`config.mk`:
```
export PLATFORM = sky130hd
export DESIGN_NAME = decodificador_teclado
export DESIGN_NICKNAME = d
export VERILOG_FILES = /design/src/rtl/decodificador_teclado_pkg.sv /design/src/rtl/decodificador_teclado_sincronizador.sv /design/src/rtl/decodificador_teclado.sv
export SDC_FILE = /design/constraint.sdc
export NUM_CORES = 1
export LEC_CHECK = 0
export BUFFER_PORTS_ARGS = -buffer_cell sky130_fd_sc_hd__buf_2
export CAP_MARGIN = 20
export CORE_MARGIN = 8
export CORE_UTILIZATION = 33
export CTS_CLUSTER_DIAMETER = 100
export DETAILED_ROUTE_END_ITERATION = 8
export GPL_TIMING_DRIVEN = 0
export PLACE_DENSITY = 0.56
export RECOVER_POWER = 25
export SETUP_SLACK_MARGIN = 0.1
export SYNTH_ARGS = -nofsm -noshare
export SYNTH_HDL_FRONTEND = slang
export SYNTH_SLANG_ARGS = --single-unit
```
`constraint.sdc`:
```
create_clock -name clk -period 2.1 [get_ports clk]
set_input_delay 0.105 -clock clk [delete_from_list [all_inputs] [get_ports clk]]
set_output_delay 0.105 -clock clk [all_outputs]
set_load 0.02 [all_outputs]
```
`src/rtl/decodificador_teclado_pkg.sv`:
```
// -----------------------------------------------------------------------------
// decodificador_teclado_pkg
//   Shared definitions for the keypad decoder and its consumers.
//   - TECLA_ENTER / TECLA_ASTERISCO : reserved key codes ('#' and '*')
//   - estado_t                      : scanner/debounce FSM states
//   - mapa_tecla()                  : 4x4 keypad map (row, col) -> key code
//   - coluna_prioritaria()          : lowest-index active-low column
//   - drive_linha()                 : active-low one-hot row drive for a row
// -----------------------------------------------------------------------------
package decodificador_teclado_pkg;

  localparam logic [3:0] TECLA_ENTER     = 4'hF;
  localparam logic [3:0] TECLA_ASTERISCO = 4'hE;

  typedef enum logic [1:0] {
    VARRER      = 2'd0,
    DEBOUNCE    = 2'd1,
    PRESSIONADA = 2'd2,
    SOLTAR      = 2'd3
  } estado_t;

  // Keypad layout:
  //   row 0: 1 2 3 A
  //   row 1: 4 5 6 B
  //   row 2: 7 8 9 C
  //   row 3: * 0 # D
  function automatic logic [3:0] mapa_tecla(input logic [1:0] linha,
                                            input logic [1:0] coluna);
    logic [3:0] codigo;
    case ({linha, coluna})
      4'b00_00: codigo = 4'h1;
      4'b00_01: codigo = 4'h2;
      4'b00_10: codigo = 4'h3;
      4'b00_11: codigo = 4'hA;
      4'b01_00: codigo = 4'h4;
      4'b01_01: codigo = 4'h5;
      4'b01_10: codigo = 4'h6;
      4'b01_11: codigo = 4'hB;
      4'b10_00: codigo = 4'h7;
      4'b10_01: codigo = 4'h8;
      4'b10_10: codigo = 4'h9;
      4'b10_11: codigo = 4'hC;
      4'b11_00: codigo = TECLA_ASTERISCO;
      4'b11_01: codigo = 4'h0;
      4'b11_10: codigo = TECLA_ENTER;
      default:  codigo = 4'hD;
    endcase
    return codigo;
  endfunction

  // Columns are active-low; when several are low the lowest index wins.
  function automatic logic [1:0] coluna_prioritaria(input logic [3:0] col_n);
    logic [1:0] coluna;
    if (!col_n[0])      coluna = 2'd0;
    else if (!col_n[1]) coluna = 2'd1;
    else if (!col_n[2]) coluna = 2'd2;
    else                coluna = 2'd3;
    return coluna;
  endfunction

  function automatic logic [3:0] drive_linha(input logic [1:0] idx);
    logic [3:0] um_quente;
    um_quente = 4'b0001 << idx;
    return ~um_quente;
  endfunction

endpackage

```
`src/rtl/decodificador_teclado_sincronizador.sv`:
```
// -----------------------------------------------------------------------------
// sincronizador
//   Parameterized-width two-flop synchronizer for signals asynchronous to clk.
//   Ports:
//     clk  : destination clock
//     rst  : asynchronous active-high reset, loads RESET_VALUE into both stages
//     d_i  : asynchronous input bus
//     q_o  : synchronized output (2 cycles of latency)
// -----------------------------------------------------------------------------
module sincronizador #(
  parameter int               WIDTH       = 4,
  parameter logic [WIDTH-1:0] RESET_VALUE = '1
) (
  input  logic             clk,
  input  logic             rst,
  input  logic [WIDTH-1:0] d_i,
  output logic [WIDTH-1:0] q_o
);

  logic [WIDTH-1:0] meta_q;
  logic [WIDTH-1:0] sync_q;

  always_ff @(posedge clk or posedge rst) begin
    if (rst) begin
      meta_q <= RESET_VALUE;
      sync_q <= RESET_VALUE;
    end else begin
      meta_q <= d_i;
      sync_q <= meta_q;
    end
  end

  assign q_o = sync_q;

endmodule

```
`src/rtl/decodificador_teclado.sv`:
```
// -----------------------------------------------------------------------------
// decodificador_teclado
//   Scans a 4x4 active-low membrane keypad, debounces presses and releases and
//   presents one decoded key per press.
//   Parameters:
//     SCAN_CYCLES     : dwell per row before its columns are sampled (>= 4)
//     DEBOUNCE_CYCLES : consecutive identical samples to accept press/release
//   Ports:
//     clk        : system clock
//     rst        : asynchronous active-high reset
//     col_matriz : keypad columns, active-low, asynchronous to clk
//     lin_matriz : row drive, active-low, exactly one bit low
//     key_valid  : high while the accepted key is held (incl. release debounce)
//     key_code   : code of the accepted key, held after release
// -----------------------------------------------------------------------------
module decodificador_teclado
  import decodificador_teclado_pkg::*;
#(
  parameter int SCAN_CYCLES     = 1000,
  parameter int DEBOUNCE_CYCLES = 250000
) (
  input  logic       clk,
  input  logic       rst,
  input  logic [3:0] col_matriz,
  output logic [3:0] lin_matriz,
  output logic       key_valid,
  output logic [3:0] key_code
);

  localparam int SCAN_W = $clog2(SCAN_CYCLES + 1);
  localparam int DEB_W  = $clog2(DEBOUNCE_CYCLES + 1);

  localparam logic [SCAN_W-1:0] SCAN_LAST = SCAN_W'(SCAN_CYCLES - 1);
  localparam logic [SCAN_W-1:0] SCAN_ONE  = SCAN_W'(1);
  localparam logic [DEB_W-1:0]  DEB_LAST  = DEB_W'(DEBOUNCE_CYCLES - 1);
  localparam logic [DEB_W-1:0]  DEB_ONE   = DEB_W'(1);

  logic [3:0]        col_s;

  estado_t           state_q;
  logic [1:0]        idx_q;
  logic [1:0]        col_q;
  logic [SCAN_W-1:0] scan_cnt_q;
  logic [DEB_W-1:0]  deb_cnt_q;
  logic [3:0]        lin_q;
  logic              key_valid_q;
  logic [3:0]        key_code_q;

  // Latched column bit of the key under debounce / held (1 = released).
  logic              col_alta;

  sincronizador #(
    .WIDTH      (4),
    .RESET_VALUE(4'b1111)
  ) u_sinc_col (
    .clk (clk),
    .rst (rst),
    .d_i (col_matriz),
    .q_o (col_s)
  );

  assign col_alta = col_s[col_q];

  // idx_q doubles as the latched row: it is frozen from detection until the
  // release completes, so the driven row and the decoded row always agree.
  // Counters stop at their terminal values before any wrap can occur.
  always_ff @(posedge clk or posedge rst) begin
    if (rst) begin
      state_q     <= VARRER;
      idx_q       <= 2'd0;
      col_q       <= 2'd0;
      scan_cnt_q  <= '0;
      deb_cnt_q   <= '0;
      lin_q       <= 4'b1110;
      key_valid_q <= 1'b0;
      key_code_q  <= 4'h0;
    end else begin
      case (state_q)
        VARRER: begin
          if (scan_cnt_q == SCAN_LAST) begin
            scan_cnt_q <= '0;
            if (col_s != 4'b1111) begin
              // Detection sample counts as the first low sample.
              col_q     <= coluna_prioritaria(col_s);
              deb_cnt_q <= DEB_ONE;
              state_q   <= DEBOUNCE;
            end else begin
              idx_q <= idx_q + 2'd1;
              lin_q <= drive_linha(idx_q + 2'd1);
            end
          end else begin
            scan_cnt_q <= scan_cnt_q + SCAN_ONE;
          end
        end

        DEBOUNCE: begin
          if (!col_alta) begin
            if (deb_cnt_q == DEB_LAST) begin
              key_code_q  <= mapa_tecla(idx_q, col_q);
              key_valid_q <= 1'b1;
              deb_cnt_q   <= '0;
              state_q     <= PRESSIONADA;
            end else begin
              deb_cnt_q <= deb_cnt_q + DEB_ONE;
            end
          end else begin
            // Bounce: rescan the same row from a fresh dwell.
            deb_cnt_q  <= '0;
            scan_cnt_q <= '0;
            state_q    <= VARRER;
          end
        end

        PRESSIONADA: begin
          if (col_alta) begin
            deb_cnt_q <= DEB_ONE;
            state_q   <= SOLTAR;
          end
        end

        SOLTAR: begin
          if (col_alta) begin
            if (deb_cnt_q == DEB_LAST) begin
              key_valid_q <= 1'b0;
              deb_cnt_q   <= '0;
              scan_cnt_q  <= '0;
              idx_q       <= idx_q + 2'd1;
              lin_q       <= drive_linha(idx_q + 2'd1);
              state_q     <= VARRER;
            end else begin
              deb_cnt_q <= deb_cnt_q + DEB_ONE;
            end
          end else begin
            // Release glitch: key still held, key_valid untouched.
            deb_cnt_q <= '0;
            state_q   <= PRESSIONADA;
          end
        end

        default: state_q <= VARRER;
      endcase
    end
  end

  assign lin_matriz = lin_q;
  assign key_valid  = key_valid_q;
  assign key_code   = key_code_q;

endmodule

```
==> results of run 1 <==
==> kinds of logic after synthesis <==
family | after synthesis
AOI/OAI and AO/OA | 53
xor gates and xnor gates | 1
adders and majority gates | 15
buffers and inverters | 28
DFF | 51
muxes | 17
and+or+nand+nor | 121
==> routing by layer <==
| layer | track usage | routed length [um] | share of wire | vias up |
|---|---|---|---|---|
| li1 | - | - | - | 1161 |
| met1 | 0.156 | 3200 | 0.47 | 1182 |
| met2 | 0.203 | 3290 | 0.49 | 28 |
| met3 | 0.0219 | 188 | 0.028 | 9 |
| met4 | 0.0293 | 81 | 0.012 | 0 |
| met5 | 0 | 0 | 0 | - |
==> report_power, final <==
group	switching [mW]	internal, mW	total, mW	leakage, nW
Clock	0.319	0.267	0.586	0.0482
Combinational	0.0273	0.0195	0.0468	1.11
Sequential	0.00357	0.996	0.999	0.656
Total	0.350	1.28	1.63	1.81
==> worst max-delay path: stages (launching register included) <==
cell and delay, ns:
dfrtp_1 0.40, or4_4 0.55, nor4b_4 0.33, nand3_4 0.13, a221o_1 0.33, buf_6 0.13, mux2_4 0.28
==> layout by cell type (no fill, tap or decap), types with 3 or more instances in the layout <==
cell,instances
buf_4,19
dfstp_2,11
a21oi_1,7
mux2_2,4
o21ai_1,3
dlygate4sd3_1,5
dfrtp_1,38
buf_2,14
nand3_2,7
nand2b_1,6
nand4_1,9
or4_4,7
inv_1,21
o21ai_0,8
mux2i_1,8
buf_6,13
nor2_1,10
nand3_1,20
or4_1,3
o21ai_2,6
ha_1,14
o31ai_2,3
nand2_2,5
and3_1,5
a31oi_1,7
clkbuf_8,6
buf_12,3
nor3_4,4
nand2_1,25
==> synth_stat cells (2+ instances only) <==
library cell / number / area share
dfrtp_1: 40 / 0.35
nand2_1: 30 / 0.040
nand3_1: 28 / 0.049
inv_1: 21 / 0.028
o21ai_0: 17 / 0.030
ha_1: 15 / 0.066
dfstp_2: 11 / 0.10
nor2_1: 11 / 0.015
a31oi_1: 9 / 0.020
mux2i_1: 9 / 0.032
nand4_1: 9 / 0.020
or4_1: 8 / 0.021
a21oi_1: 7 / 0.012
nor3_1: 7 / 0.012
nand2b_1: 6 / 0.013
and3_1: 5 / 0.011
mux2_2: 5 / 0.020
o31ai_1: 5 / 0.013
clkbuf_1: 4 / 0.0053
or2_2: 3 / 0.0066
a21boi_0: 2 / 0.0053
a21oi_2: 2 / 0.0062
buf_2: 2 / 0.0035
mux4_2: 2 / 0.016
nand3b_1: 2 / 0.0053
o311ai_1: 2 / 0.0062
==> metrics by stage <==
step                area, um2   util  setup TNS, ns  setup WS [ns]  cells
CTS                      3660  0.429          -2.31         -0.211    450
global placement         3070  0.359          -7.86         -0.311    408
global route             3910  0.457          -4.79         -0.286    456
finish                   3910  0.457          -1.14         -0.149    456
floorplan                2870      -         -0.290         -0.163    286
detailed placement       3090  0.362          -7.99         -0.337    409
==> repair_timing <==
| item | in CTS | in global routing |
|---|---|---|
| setup buffers | 26 | 7 |
| resized for setup | 51 | 42 |
| hold endpoints to repair | 21 | 0 |
| setup endpoints to repair | 41 | 41 |
| pin swaps | 24 | 28 |
| gates cloned | 2 | 0 |
| hold buffers | 5 | 0 |
==> flip-flops by register name, summed over array words and instances, names as in the netlist, named ones only <==
name,cells
deb_cnt_q,18
scan_cnt_q,10
key_code,4
lin_matriz,4
u_sinc_col.meta_q,4
u_sinc_col.q_o,4
col_q,2
idx_q,2
key_valid,1
state_q,1
==> how the worst max path moves through the flow <==
stage,start,end,slack (ns),cells past startpoint
after floorplan,deb_cnt_q[9]$_DFFE_PP0P_,idx_q[1]$_DFFE_PP0P_,-0.16,6
after global placement,col_q[0]$_DFFE_PP0P_,deb_cnt_q[3]$_DFFE_PP0P_,-0.31,5
after detailed placement,col_q[0]$_DFFE_PP0P_,deb_cnt_q[3]$_DFFE_PP0P_,-0.34,5
after CTS,deb_cnt_q[10]$_DFFE_PP0P_,idx_q[1]$_DFFE_PP0P_,-0.21,6
after global routing,deb_cnt_q[0]$_DFFE_PP0P_,idx_q[1]$_DFFE_PP0P_,-0.29,7
final,deb_cnt_q[10]$_DFFE_PP0P_,idx_q[1]$_DFFE_PP0P_,-0.15,6
==> cell type report <==
| type | instances | area (um2) | share of cell area |
|---|---|---|---|
| well taps | 108 | 135 | 0.0346 |
| repair buffers | 54 | 493 | 0.126 |
| clock buffers | 7 | 86.3 | 0.0221 |
| plain buffers | 7 | 75.1 | 0.0192 |
| inverters | 21 | 78.8 | 0.0202 |
| multi-input cells | 207 | 1740 | 0.446 |
| clock inverters | 1 | 5.00 | 0.00128 |
| flip-flops and latches | 51 | 1290 | 0.331 |
==> summary.md, run 1 <==
| Metric | Value |
|---|---|
| Outcome | `complete, but fails checks` |
| Failing checks | `negative setup slack` |
| Pwr Total | `1.63 mW` |
| GRT Residual Overflow | `0` |
| Crit path required time | `2.30 ns` |
| Leak pwr | `1.81 nW` |
| Final hold slack | `0.359 ns` |
| Synth unique cells | `50` |
| Final-report hold violation count | `0` |
| Antenna violations before repair | `0` |
| Vias in the first global route | `2,410` |
| Max Clock Freq | `445 MHz` |
| Fin nets | `368` |
| Final min period | `2.25 ns` |
| Worst min path class | `flop to flop` |
| Synth warn | `0` |
| Multiplexer share of the synthesized area | `0.0726` |
| Hold EP | `u_sinc_col.q_o[3]$_DFF_PP1_` |
| Fin worst setup slack | `-0.149 ns` |
| Syn_nets | `307` |
| Post-Route Skew | `0.00775 ns` |
| Core ar. | `0.00855 mm2` |
| Syn Std Cell Area | `0.00284 mm2` |
| Wire per inst | `14.8 um` |
| Simple-Gate Fraction of Synth Area | `0.236` |
| Hold Startpoint | `u_sinc_col.meta_q[3]$_DFF_PP1_` |
| Syn-to-layout area delta | `37.5%` |
| Initial drt markers | `76` |
| CTS root buf | `clkbuf_8` |
| # H-tree levels | `2` |
| DR vias | `2,380` |
| Clock transition at path regs | `0.09 ns` |
| RR Startpoint | `deb_cnt_q[10]$_DFFE_PP0P_` |
| Clock buffer depth | `2` |
| Via density | `5.22` |
| Unrepaired setup endpoints after global routing | `true` |
| Crit start category | `flop` |
| Row Count | `34` |
| PwrDens | `418 mW/mm2` |
| CP endpoint kind | `flop` |
| Largest family of logic cells by synthesized area | `simple AND/OR/NAND/NOR gates` |
| Number of fillers in the final layout | `798` |
| Kind of critical path | `flop to flop` |
| Worst vdd ir | `0.236 mV` |
| Main synth FF type | `dfrtp_1` |
| Post-synthesis cell count | `286` |
| FF+latch count, synth | `51` |
| Slew of the pin with the lowest slew margin | `0.837 ns` |
| Max-cap violations | `0` |
| Async set-reset flop share out of synthesis | `1.00` |
| Pins Over Slew Limit | `0` |
| Worst slew margin | `0.441` |
| Period utilization | `1.07` |
| Placer Congestion | `0.799` |
| R2r setup slk | `-0.15 ns` |
| Adder-cell share of the synthesized area | `0.0660` |
| DIE AREA | `0.0118 mm2` |
| Worst R2R End | `idx_q[1]$_DFFE_PP0P_` |
| Ant. Diodes | `0` |
| Post-synthesis area per instance | `9.94 um2` |
| Die X-Extent | `109 um` |
| PortBufs | `14` |
| XOR/XNOR Fraction of Synth Area | `0.00308` |
| Starting Density | `0.332` |
| CP max FO | `4` |
| Dpl hpwl | `4.21 mm` |
| Die H | `109 um` |
| Global-route wire length before repair | `11.6 mm` |
| Final setup viols | `20` |
| # DRC | `0` |
| Sequential area share after synthesis | `0.454` |
| Pin count of the biggest net entering global routing | `33` |
| Top-Level Pins | `15` |
| CP Data Arrival Time | `2.45 ns` |
| Clock Latency Late Sink | `0.30 ns` |
| CTS Sinks | `51` |
| Antenna viol nets, final | `0` |
| Number of flops mapped to enable cells by yosys | `0` |
| R2r worst-path depth | `6` |
| GRT Total Usage | `0.120` |
| Routed WL | `6.75 mm` |
| TritonCTS clock tree | `built` |
| Total CTS buffers | `5` |
| Compound-gate portion of the synthesized area | `0.128` |
| Share of layout cells above drive strength 1 | `0.408` |
| DRT Pass-1 Iters | `4` |
| Hold Crit Depth | `0` |
No activity file was read; power rests on OpenSTA's default activity.
==> run 2, diff against run 1 <==
--- a/config.mk
+++ b/config.mk
@@ -5,14 +5,15 @@
 export SDC_FILE = /design/constraint.sdc
 export NUM_CORES = 1
 export LEC_CHECK = 0
+export ABC_AREA = 1
 export BUFFER_PORTS_ARGS = -buffer_cell sky130_fd_sc_hd__buf_2
 export CAP_MARGIN = 20
 export CORE_MARGIN = 8
-export CORE_UTILIZATION = 33
+export CORE_UTILIZATION = 40
 export CTS_CLUSTER_DIAMETER = 100
 export DETAILED_ROUTE_END_ITERATION = 8
 export GPL_TIMING_DRIVEN = 0
-export PLACE_DENSITY = 0.56
+export PLACE_DENSITY = 0.64
 export RECOVER_POWER = 25
 export SETUP_SLACK_MARGIN = 0.1
 export SYNTH_ARGS = -nofsm -noshare
==> run 2 against run 1 <==
The run now ends clean. Flip-flop and latch count is the same. Cell count grew 21%. Clock power grew 22%. Via count grew 15%. Worst setup slack gained 0.39 ns. Non-clock buffer count shrank 36. Largest cell class unchanged. Fmax grew 21%. Count of clock-buffer cells in the layout shrank 1. Core utilization grew 0.69 points. Routed wire length shrank 1.3%.
==> summary.md, run 2 <==
| Metric | Value |
|---|---|
| Syn_nets | `444 (+45%)` |
| Pins Over Slew Limit | `0 (unchanged)` |
| CP max FO | `10 (+6)` |
| Leak pwr | `1.82 nW (+0.39%)` |
| Pin count of the biggest net entering global routing | `28 (-15%)` |
| Starting Density | `0.413 (+0.0804)` |
| Global-route wire length before repair | `11.8 mm (+1.6%)` |
| GRT Residual Overflow | `0 (unchanged)` |
| Sequential area share after synthesis | `0.404 (-0.0495)` |
| Final-report hold violation count | `0 (unchanged)` |
| Post-synthesis area per instance | `7.54 um2 (-24%)` |
| Worst min path class | `flop to flop` |
| Worst vdd ir | `0.260 mV (+10%)` |
| CTS root buf | `clkbuf_8` |
| Crit path required time | `2.29 ns (about the same)` |
| Via density | `4.95 (-5.1%)` |
| Final setup viols | `0 (-100%)` |
| Row Count | `32 (-5.9%)` |
| Setup bufs post-CTS | `0 (-100%)` |
| DR vias | `2,740 (+15%)` |
| Most frequent cells in the layout | `100 x nand2_1, 61 x inv_1, 48 x nor2_1, 39 x dfrtp_1, 37 x nand3_1` |
| Outcome | `finished, final reports clean` |
| Critical path buffer and inverter count | `2 (+1)` |
| Final Core Density | `0.464 (+0.00691)` |
| DIE AREA | `0.0111 mm2 (-6.3%)` |
| Worst slew margin | `0.352 (-0.0891)` |
| CP delay by family, top | `simple AND/OR/NAND/NOR gates` |
| Synth warn | `0 (unchanged)` |
| Clock Latency Late Sink | `0.31 ns (about the same)` |
| Top-Level Pins | `15 (unchanged)` |
| Crit start category | `flop` |
| Placer Congestion | `0.885 (+11%)` |
| FF+latch count, synth | `51 (unchanged)` |
| Critical-path top delay cell | `dfrtp_2` |
| Total CTS buffers | `5 (unchanged)` |
| Unrepaired setup endpoints after global routing | `false` |
| Vias in the first global route | `2,622 (+8.8%)` |
| Commonest cells in the netlist | `100 x nand2_1, 61 x inv_1, 49 x nor2_1` |
| DRT Pass-1 Iters | `5 (+1)` |
| Core ar. | `0.00773 mm2 (-9.6%)` |
| Die H | `105 um (-3.2%)` |
| Max-cap violations | `0 (unchanged)` |
| Most frequent cell after synthesis | `nand2_1` |
| Max stage delay on crit path | `0.43 ns (-0.12 ns)` |
| Antenna viol nets, final | `0 (unchanged)` |
| CTS Sinks | `51 (unchanged)` |
| PwrDens | `491 mW/mm2 (+18%)` |
| Leading area contributor after synthesis | `dfrtp_1` |
| Clock buffer depth | `2 (unchanged)` |
| Area contributors post-synth | `dfrtp_1 31%, nand2_1 12%, dfstp_2 9.1%` |
| Ant. Diodes | `0 (unchanged)` |
| Post-synth top area share | `0.314 (-0.0384)` |
| Share of layout cells above drive strength 1 | `0.180 (-0.228)` |
| CP Data Arrival Time | `2.05 ns (-0.40 ns)` |
| Fin nets | `471 (+28%)` |
| Initial drt markers | `97 (+28%)` |
| Post-synthesis cell count | `423 (+48%)` |
| # H-tree levels | `2 (unchanged)` |
| Post-Route Skew | `0.0176 ns (+0.00984 ns)` |
| Wire per inst | `12.1 um (-19%)` |
| TritonCTS clock tree | `built` |
| PortBufs | `14 (unchanged)` |
| Number of fillers in the final layout | `752 (-5.8%)` |
| Routed WL | `6.66 mm (-1.3%)` |
| CP endpoint kind | `flop` |
| Number of flops mapped to enable cells by yosys | `0 (unchanged)` |
| Max Clock Freq | `539 MHz (+21%)` |
| Clock transition at path regs | `0.08 ns (about the same)` |
| Die X-Extent | `105 um (-3.2%)` |
| Synth unique cells | `33 (-34%)` |
| Max reg flops | `18 (unchanged)` |
| Commonest non-fill, non-tap cell in the layout | `nand2_1` |
| Slew of the pin with the lowest slew margin | `0.970 ns (+0.133 ns)` |
| GRT Total Usage | `0.124 (+0.00401)` |
| Largest Register | `deb_cnt_q` |
| Biggest regs | `deb_cnt_q: 18 flops, scan_cnt_q: 10 flops` |
| Setup TNS Final | `0 ns (+1.14 ns)` |
| Kind of critical path | `flop to flop` |
| Async set-reset flop share out of synthesis | `1.00 (unchanged)` |
| Syn-to-layout area delta | `12.4%` |
| Crit-path cells | `ha_1 -> nand2_1 -> nor2_2 -> nand3_2 -> nand2_4 -> nand2_4 -> inv_4 -> buf_4 -> nand3_1 -> nand2_1 -> nor2_2` |
| Period utilization | `0.884 (-0.188)` |
| Final min period | `1.86 ns (-0.394 ns)` |
| Dpl hpwl | `4.96 mm (+18%)` |
| Main synth FF type | `dfrtp_1` |
| Syn Std Cell Area | `0.00319 mm2 (+12%)` |
| # DRC | `0 (unchanged)` |
| Antenna violations before repair | `0 (unchanged)` |
==> run 2: what timing repair did <==
item	4_1_cts	5_1_grt
hold buffers	5	0
gates resized for setup	0	3
endpoints found under the hold margin	17	0
endpoints found under the setup margin	0	19
==> run 2: area by class of cell <==
class / count / area, um2 / share of cell area
inverter: 66 / 250 / 0.0698
timing repair buffer: 20 / 140 / 0.0391
multi-input combinational: 301 / 1610 / 0.449
sequential: 51 / 1290 / 0.360
tap: 102 / 128 / 0.0356
buffer: 5 / 48.8 / 0.0136
clock inverter: 2 / 35.0 / 0.00977
clock buffer: 6 / 82.6 / 0.0230
==> run 2: cells by family (layout without fill, tap and decap cells) <==
group,after synthesis,in the layout,synth area share
AND/OR/NAND/NOR,236,236,0.345
buffers and inverters,71,99,0.0937
flip-flops,51,51,0.404
AO/OA/AOI/OAI,50,50,0.0984
adder cells (fa/ha/maj),15,15,0.0588
==> run 2: through the flow <==
step	setup slack (ns)	hold WS, ns	instances	area (um2)	power, mW
2_1_floorplan	0.526	0.109	423	3190	1.04
3_3_place_gp	0.0391	0.211	539	3390	1.05
3_5_place_dp	0.215	0.189	540	3410	1.06
4_1_cts	0.185	0.362	553	3580	1.79
5_1_grt	0.0951	0.363	553	3580	1.82
6_report	0.245	0.359	553	3580	1.76
==> run 2: where the power goes <==
group,internal (mW),switching (mW)
Clock,0.386,0.330
Combinational,0.0157,0.0284
Sequential,0.996,0.00413
Total,1.40,0.363
==> run 2: path summary, 6_finish.rpt <==
path | startpoint | endpoint | slack, ns | cells after the start
max | scan_cnt_q[0]$_DFFE_PP0P_ | deb_cnt_q[13]$_DFFE_PP0P_ | 0.24 | 11
min | u_sinc_col.meta_q[0]$_DFF_PP1_ | u_sinc_col.q_o[0]$_DFF_PP1_ | 0.36 | 0
max reg2reg | scan_cnt_q[0]$_DFFE_PP0P_ | deb_cnt_q[13]$_DFFE_PP0P_ | 0.24 | 11
min reg2reg | u_sinc_col.meta_q[0]$_DFF_PP1_ | u_sinc_col.q_o[0]$_DFF_PP1_ | 0.36 | 0
max in group asynchronous | rst | scan_cnt_q[0]$_DFFE_PP0P_ | 0.85 | 4
min in group asynchronous | rst | key_valid$_DFFE_PP0P_ | 0.56 | 3
==> run 2: metal layers <==
metal | track usage | routed length, um | vias up
met5 | 0 | 0 | -
met4 | 0.0418 | 104 | 0
met3 | 0.0238 | 256 | 11
met2 | 0.207 | 3070 | 57
met1 | 0.158 | 3230 | 1266
li1 | - | - | 1406
